--- src/rtl/alu_seq_if.sv ---
// alu_seq_if: operand/result bundle between the switch/key input logic and
// the alu_seq datapath.
//   start   - request a new operation (honoured only while busy=0)
//   op      - operation select, captured with start
//   a, b    - operands, captured with start
//   use_acc - take operand B from the current result instead of b
//   result  - registered result / accumulator
//   carry   - carry-out of the add operation
//   busy    - serial bit count in progress
//   done    - one-cycle completion pulse
// master drives the request side; slave is the ALU.
interface alu_seq_if #(
    parameter int WIDTH = 8
) ();
    logic             start;
    logic [2:0]       op;
    logic [WIDTH-1:0] a;
    logic [WIDTH-1:0] b;
    logic             use_acc;
    logic [WIDTH-1:0] result;
    logic             carry;
    logic             busy;
    logic             done;

    modport master (
        output start, op, a, b, use_acc,
        input  result, carry, busy, done
    );

    modport slave (
        input  start, op, a, b, use_acc,
        output result, carry, busy, done
    );
endinterface

--- src/rtl/alu_seq.sv ---
// alu_seq: registered eight-operation ALU with an accumulator path.
// Logic ops and the add finish on the capture edge; the two bit-count ops
// (110 = ones in A, 111 = ones in A plus ones in B) shift the captured
// operands out one bit per clock and finish WIDTH edges after capture.
//   clk  - rising-edge clock
//   rst  - asynchronous, active-high; clears all state
//   bus  - alu_seq_if slave modport (start/op/a/b/use_acc in,
//          result/carry/busy/done out)
module alu_seq #(
    parameter int WIDTH = 8
) (
    input  logic     clk,
    input  logic     rst,
    alu_seq_if.slave bus
);
    // Wide enough to hold 2*WIDTH ones.
    localparam int CW = $clog2(2 * WIDTH + 1);
    localparam int IW = $clog2(WIDTH);
    localparam logic [IW-1:0] LAST_IDX = IW'(WIDTH - 1);

    typedef enum logic {
        IDLE,
        COUNT
    } state_t;

    state_t state_q, state_d;

    logic [WIDTH-1:0] a_q;
    logic [WIDTH-1:0] b_q;
    logic             both_q;   // op 111: count B bits as well
    logic [CW-1:0]    cnt_q;
    logic [IW-1:0]    idx_q;
    logic [WIDTH-1:0] result_q;
    logic             carry_q;
    logic             done_q;

    logic             busy;
    logic             capture;
    logic             serial_op;
    logic             last_bit;
    logic [WIDTH-1:0] b_sel;
    logic [WIDTH:0]   single_res;
    logic [CW-1:0]    cnt_next;

    // Single-cycle operations; bit WIDTH carries the add carry-out and is
    // zero for every other op, so it can be loaded into carry unconditionally.
    function automatic logic [WIDTH:0] alu_op(input logic [2:0]       op,
                                              input logic [WIDTH-1:0] a,
                                              input logic [WIDTH-1:0] b);
        logic [WIDTH:0] r;
        r = '0;
        case (op)
            3'b000:  r = {1'b0, ~a | b};
            3'b001:  r = {1'b0, a | ~b};
            3'b010:  r = {1'b0, ~a};
            3'b011:  r = {1'b0, a & b};
            3'b100:  r = {1'b0, a} + {1'b0, b};
            3'b101:  r = {1'b0, ~(a | b)};
            default: r = '0;
        endcase
        return r;
    endfunction

    assign busy       = (state_q == COUNT);
    assign capture    = bus.start && !busy;
    assign serial_op  = (bus.op[2:1] == 2'b11);
    assign last_bit   = (idx_q == LAST_IDX);
    // The accumulator is the result present before the capture edge.
    assign b_sel      = bus.use_acc ? result_q : bus.b;
    assign single_res = alu_op(bus.op, bus.a, b_sel);
    assign cnt_next   = cnt_q + CW'(a_q[0]) + CW'(both_q & b_q[0]);

    always_ff @(posedge clk or posedge rst) begin
        if (rst) state_q <= IDLE;
        else     state_q <= state_d;
    end

    always_comb begin
        state_d = state_q;
        case (state_q)
            IDLE:    if (capture && serial_op) state_d = COUNT;
            COUNT:   if (last_bit) state_d = IDLE;
            default: state_d = IDLE;
        endcase
    end

    // Capture stage / serial count stage
    always_ff @(posedge clk or posedge rst) begin
        if (rst) begin
            a_q      <= '0;
            b_q      <= '0;
            both_q   <= 1'b0;
            cnt_q    <= '0;
            idx_q    <= '0;
            result_q <= '0;
            carry_q  <= 1'b0;
            done_q   <= 1'b0;
        end else begin
            done_q <= 1'b0;
            if (capture) begin
                if (serial_op) begin
                    a_q    <= bus.a;
                    b_q    <= b_sel;
                    both_q <= bus.op[0];
                    cnt_q  <= '0;
                    idx_q  <= '0;
                end else begin
                    result_q <= single_res[WIDTH-1:0];
                    carry_q  <= single_res[WIDTH];
                    done_q   <= 1'b1;
                end
            end else if (busy) begin
                a_q   <= a_q >> 1;
                b_q   <= b_q >> 1;
                cnt_q <= cnt_next;
                idx_q <= idx_q + 1'b1;
                // Final bit folds straight into the result on this edge.
                if (last_bit) begin
                    result_q <= WIDTH'(cnt_next);
                    carry_q  <= 1'b0;
                    done_q   <= 1'b1;
                end
            end
        end
    end

    assign bus.result = result_q;
    assign bus.carry  = carry_q;
    assign bus.busy   = busy;
    assign bus.done   = done_q;
endmodule
--- src/flat_wrapper.sv ---
// flat-port wrapper written by rule: the top's interface ports become plain ports
module alu_seq_flat 
#(
    parameter int WIDTH = 8
)
  (clk, rst, bus_start, bus_op, bus_a, bus_b, bus_use_acc, bus_result, bus_carry, bus_busy, bus_done);
  alu_seq_if #(.WIDTH(WIDTH)) bus_i ();
  input  logic clk;
  input  logic rst;
  input wire logic [$bits(bus_i.start)-1:0] bus_start;
  input wire logic [$bits(bus_i.op)-1:0] bus_op;
  input wire logic [$bits(bus_i.a)-1:0] bus_a;
  input wire logic [$bits(bus_i.b)-1:0] bus_b;
  input wire logic [$bits(bus_i.use_acc)-1:0] bus_use_acc;
  output wire logic [$bits(bus_i.result)-1:0] bus_result;
  output wire logic [$bits(bus_i.carry)-1:0] bus_carry;
  output wire logic [$bits(bus_i.busy)-1:0] bus_busy;
  output wire logic [$bits(bus_i.done)-1:0] bus_done;
  assign bus_i.start = bus_start;
  assign bus_i.op = bus_op;
  assign bus_i.a = bus_a;
  assign bus_i.b = bus_b;
  assign bus_i.use_acc = bus_use_acc;
  assign bus_result = bus_i.result;
  assign bus_carry = bus_i.carry;
  assign bus_busy = bus_i.busy;
  assign bus_done = bus_i.done;
  alu_seq #(.WIDTH(WIDTH)) u_core (.clk(clk), .rst(rst), .bus(bus_i));
endmodule
--- config.mk ---
export PLATFORM = sky130hd
export DESIGN_NAME = alu_seq_flat
export DESIGN_NICKNAME = d
export VERILOG_FILES = /design/src/rtl/alu_seq_if.sv /design/src/rtl/alu_seq.sv /design/src/flat_wrapper.sv
export SDC_FILE = /design/constraint.sdc
export NUM_CORES = 1
export LEC_CHECK = 0
export ABC_AREA = 1
export CAP_MARGIN = 5
export CORE_MARGIN = 1
export CORE_UTILIZATION = 50
export CTS_CLUSTER_DIAMETER = 200
export CTS_CLUSTER_SIZE = 14
export DETAILED_ROUTE_END_ITERATION = 10
export GPL_TIMING_DRIVEN = 1
export HOLD_SLACK_MARGIN = 0.06
export PLACE_DENSITY = 0.73
export SYNTH_ARGS = -nofsm -noshare
export SYNTH_HDL_FRONTEND = slang
export SYNTH_SLANG_ARGS = --single-unit
--- constraint.sdc ---
create_clock -name clk -period 2.22 [get_ports clk]
set_input_delay 0.444 -clock clk [delete_from_list [all_inputs] [get_ports clk]]
set_output_delay 0.444 -clock clk [all_outputs]
set_load 0.01 [all_outputs]
-- Yosys cells after proc, flatten, opt, wreduce, memory -nomap -nowiden
Index checks and enable logic that the tools add are counted.
- register bits after elaboration: 36
- input port bits: 23
- output and inout bits: 11
- word-level logic and storage cells: 69
- add/subtract/negate cells: 4
- equal/unequal tests: 9
- muxes and demuxes: 29
- bitwise logic cells: 9
- reductions and logical operators: 9
- operator list (operator ; count):
    8-bit 2-to-1 mux ; 11
    9-bit case mux with 6 select lines ; 1
    8-bit inverter ; 3
    8-bit bitwise OR ; 3
    5-bit 2-to-1 mux ; 3
    1-bit 2-to-1 mux ; 10
    8-bit by 8-bit adder with 9-bit output ; 1
    3-bit == test (second input constant) ; 3
    3-bit 2-to-1 mux ; 3
    8-bit AND ; 1
    3-bit by 2-bit == test with 1-bit output (second input constant) ; 2
    5-bit by 1-bit adder with 5-bit output ; 1
    5-bit adder ; 1
    2-bit != test (second input constant) ; 2
    2-bit AND reduction ; 2
    2-bit nonzero test ; 2
    3-bit by 1-bit adder with 3-bit output (second input constant) ; 1
    3-bit by 1-bit == test with 1-bit output (second input constant) ; 1
    3-bit zero test ; 1
    3-bit AND reduction ; 1
    2-bit == test (second input constant) ; 1
    1-bit logical AND ; 2
    1-bit case mux with 2 select lines ; 1
    1-bit AND ; 1
    2 further kinds ; 2

-- Depth between registers and ports, before layout
- depth in word-level cells: 6
- gate-level depth with buffers: 16

-- Worst setup path after synthesis
No wires, ideal clock.
- path kind: input-to-reg
- start: input bus_use_acc
- end: register u_core.result_q[4] (netlist: u_core.bus.result[4])
- setup time: 0.120 ns
- data arrival time: 2.171 ns
- required time: 2.100 ns
- setup slack: -0.071 ns
- cell stages on the path: 14
- buffers on the path: 1
- path through: buf_2 inv_1 nand2_1 nand2_1 ha_1 fa_1 nand2_1 nand3_1 and2_1 or2_2 nand3_1 nand2_1 nand2_1 nand2_1
- cells in the longest elaborated chain, start to end: 6
- elaborated cells on any way between the ends: 11
- classes of those cells: 1 x add/sub; 4 x mux; 6 x bitwise
- ends and longest elaborated chain (item ; line ; source):
    from (decl) ; flat_wrapper.sv:14 ; input wire logic [$bits(bus_i.use_acc)-1:0] bus_use_acc;
    8-bit 2-to-1 mux (*) ; alu_seq.sv:69 ; assign b_sel = bus.use_acc ? result_q : bus.b;
    parallel branches: the longest is 2 deep, another holds 8-bit by 8-bit adder with 9-bit output ; -- ;
    9-bit case mux with 6 select lines (*) ; alu_seq.sv:52 ; case (op)
    8-bit 2-to-1 mux (*) ; alu_seq.sv:101 ; if (serial_op) begin
    8-bit 2-to-1 mux (*) ; alu_seq.sv:100 ; if (capture) begin
    to (signal assigned) ; alu_seq.sv:108 ; result_q <= single_res[WIDTH-1:0];
    to (signal assigned) ; alu_seq.sv:119 ; result_q <= WIDTH'(cnt_next);
    to (decl) ; alu_seq.sv:33 ; logic [WIDTH-1:0] result_q;
Every way passes the cells marked *. The select of a mux whose other input is x is not followed.
A chain may end at the register's enable or synchronous reset.

-- Worst setup path after layout
- start: input bus_b[2]
- end: register u_core.result_q[4] (netlist: u_core.bus.result[4])
- cells in the longest elaborated chain, start to end: 5
- ends and longest elaborated chain (item ; line ; source):
    from (decl) ; flat_wrapper.sv:13 ; input wire logic [$bits(bus_i.b)-1:0] bus_b;
    8-bit 2-to-1 mux ; alu_seq.sv:69 ;
    8-bit by 8-bit adder with 9-bit output ; alu_seq.sv:57 ; 3'b100: r = {1'b0, a} + {1'b0, b};
    9-bit case mux with 6 select lines ; alu_seq.sv:52 ;
    8-bit 2-to-1 mux ; alu_seq.sv:101 ;
    8-bit 2-to-1 mux ; alu_seq.sv:100 ;
Every way passes these cells. The select of a mux whose other input is x is not followed.

==> metrics.csv <==
stage,metric,value,unit
layout,antenna cells,0,
logic_synthesis,synth unique cells,30,
critical_path,FF-to-FF setup slack,200,ps
layout,Final nets,551,
global_routing,first-pass GRT wire length,12.8,mm
layout,fin area,3740,µm²
clock_tree,H-tree depth,2,
clock_tree,Clock Tree Buf Depth,2,
critical_path,worst reg2reg startpoint,u_core.bus.result[0],
routing,Total Wirelength,7.65,mm
run_status,status,"finished, final reports clean",
critical_path,highest net fanout along the worst path,4,
logic_synthesis,Post-Syn Nets,466,
logic_synthesis,synth top area cells,"dfrtp_1 (32%), nand2_1 (19%), ha_1 (15%)",
critical_path,"Data arrival, critical path",2310,ps
timing,final worst slack,86.9,ps
pwr,Lkg Pwr,1.99,nW
routing,DRC,0,
timing,Max Freq,469,MHz
timing,Slew HR,0.685,
logic_synthesis,Syn Area/Cell,7.01,µm²
critical_path,endpoint type of the worst setup path,flip-flop,
min_path,HP Class,reg -> reg,
layout,Final Instance Count excl. Fillers,564,
global_routing,GRT Resource Usage Total,0.275,
routing,DR WL/cell,13.6,µm
die,std cell rows,27,
logic_synthesis,Synth area leader,dfrtp_1,
routing,Final ANT Viol Nets,0,
timing,Worst Skew,10.7,ps
clock_tree,# clock sinks,36,
die,Die Span Y,77.5,µm
critical_path,Crit path required time,2390,ps
layout,area growth from synthesis to layout,31.4,%
pwr,Max IR drop VDD,489,µV
global_routing,M2 GR Usage,0.478,
routing,vias per std cell,5.03,
logic_synthesis,Yosys warnings,0,
layout,"most common cell after layout, fill and taps aside",nand2_1,
min_path,WHS Endpoint,u_core.cnt_q[3],
clock_tree,CTS buffer count,5,
global_routing,grt total ovfl,0,
critical_path,kind of critical path,in -> reg,
layout,most frequent cells in the layout,"nand2_1 (140), inv_1 (57), buf_4 (53), dfrtp_1 (36), ha_1 (34)",
routing,First DRT Iteration DRCs,130,
min_path,hold_sp,u_core.cnt_q[3],
routing,drt pass-1 iters,4,
global_routing,GR met3 Demand/Resource,0.0482,
critical_path,r2r endpoint,u_core.bus.result[4],
placed_design,dpl cells,556,
placed_design,routability cong.,0.932,
critical_path,Worst Setup Start Kind,input pin,
pwr,PwrDens,926,nW/µm²
timing,final setup fails,0,
timing,final-report max-slew violation count,0,
global_routing,largest net degree at the start of global routing,37,
clock_tree,postcts setup bufs,0,
logic_synthesis,post-synthesis sequential area ratio,0.316,
placed_design,placed cell area,3640,µm²
global_routing,initial antenna violation count,0,
clock_tree,Root Driver,clkbuf_8,
layout,proportion of layout cells with a drive suffix above 1,0.171,
min_path,hold depth,2,
timing,Slew @ Worst Pin,473,ps
critical_path,R2R cell count,12,
clock_tree,Hold Buf Count CTS,0,
placed_design,pre-CTS setup slack,-561,ps
logic_synthesis,Syn Std Cell Area,2850,µm²
global_routing,vias in the first global route,2839,
global_routing,met1 track demand over resource,0.337,
global_routing,grt peak-use layer,met2,
run,MaxCap Viol Count,0,
timing,period utilisation layout,0.961,
clock_tree,Worst-Skew Late Latency,290,ps
die,core footprint,5510,µm²
timing,fin crit period,2130,ps
clock_tree,CTS tree,built,
placed_design,I/O Buffers,33,
logic_synthesis,Cells after Synth,406,
routing,vias,2838,
die,Initial Util,0.517,
die,I/O Pins,34,
logic_synthesis,post-synth top area share,0.316,
clock_tree,Worst-path clk slew,70,ps
logic_synthesis,#FFs+latches synth,36,
timing,"Hold Violations, Final",0,
die,die area,6000,µm²
placed_design,DP HPWL,6.06,mm
die,chip width,77.5,µm
what timing repair did:
action                     in CTS  in global routing
setup endpoints to repair       8                  4
gates resized for setup         4                  5
gates cloned                    0                  0
worst max-delay path: stages:
cell	delay, ps
clkdlybuf4s50_1	490
nand2_1	60
nand2_1	90
inv_1	60
ha_1	330
nand2_2	100
nand3_1	100
and2_4	160
or2_2	260
nand3_1	70
nand2_1	50
nand2_1	50
nand2_1	40
per-stage QoR:
step	hold WS [ps]	total power [W]	TNS, ps	utilization
2_1_floorplan	448	0.00220	0	-
3_3_place_gp	464	0.00293	-3090	0.661
3_5_place_dp	476	0.00298	-3440	0.661
4_1_cts	492	0.00346	0	0.676
5_1_grt	521	0.00379	-14.4	0.679
6_report	488	0.00346	0	0.679
synth_stat cells:
| cell type | instances |
|---|---|
| or2_2 | 3 |
| o31ai_1 | 2 |
| nand3_1 | 21 |
| clkbuf_1 | 1 |
| buf_6 | 1 |
| nand2_2 | 1 |
| nor2_1 | 21 |
| and2_1 | 1 |
| a21oi_1 | 11 |
| nand2_1 | 141 |
| a31oi_1 | 7 |
| inv_2 | 5 |
| mux2i_1 | 1 |
| buf_2 | 7 |
| nand3b_1 | 1 |
| nor2_2 | 1 |
| nor4_1 | 1 |
| fa_1 | 2 |
| o21ai_1 | 2 |
| nand4_1 | 3 |
| inv_1 | 58 |
| nor2_4 | 2 |
| o211ai_1 | 3 |
| dfrtp_1 | 36 |
| ha_1 | 35 |
| a22o_1 | 3 |
| nor3_1 | 1 |
| nor3_2 | 2 |
| o21a_1 | 1 |
| o21ai_0 | 32 |
power breakdown:
part / internal [W] / switching [W]
clock: 0.000219 / 0.000252
sequential: 0.000943 / 0.000214
combinational: 0.000857 / 0.000978
logic make-up after synthesis:
| family | count (synthesis) | share of synthesized area |
|---|---|---|
| AND/OR/NAND/NOR | 199 | 0.292 |
| multiplexers | 1 | 0.00352 |
| flip-flops | 36 | 0.316 |
| buffers and inverters | 72 | 0.101 |
| adder cells (fa/ha/maj) | 37 | 0.168 |
| AO/OA/AOI/OAI | 61 | 0.120 |
how the worst max path moves through the flow:
stage | slack (ps) | end | from
after detailed placement | -560 | u_core.bus.result[4] | bus_use_acc
after CTS | 60 | u_core.bus.result[4] | bus_use_acc
after floorplan | 40 | u_core.bus.result[4] | bus_use_acc
final | 90 | u_core.bus.result[4] | bus_b[2]
after global placement | -510 | u_core.bus.result[4] | bus_use_acc
after global routing | -10 | u_core.bus.result[4] | bus_use_acc
metal layers:
layer	share of wire	wire, µm
met3	0.047	357
met1	0.43	3310
met5	0	0
met4	0.028	211
met2	0.49	3770
layout make-up:
type	count	area, µm²
flip-flops and latches	36	901
clock inverters	3	18.8
clock buffers	5	68.8
multi-input cells	298	1680
inverters	63	236
fillers	498	1770
well taps	72	90.1
repair buffers	87	748
flip-flops by register name (all words and copies together), names as in the netlist:
register / cells
u_core.both_q: 1
u_core.bus.done: 1
u_core.b_q: 8
u_core.a_q: 8
u_core.cnt_q: 5
u_core.bus.carry: 1
u_core.idx_q: 3
u_core.bus.busy: 1
u_core.bus.result: 8
No activity file was read; power rests on OpenSTA's default activity.
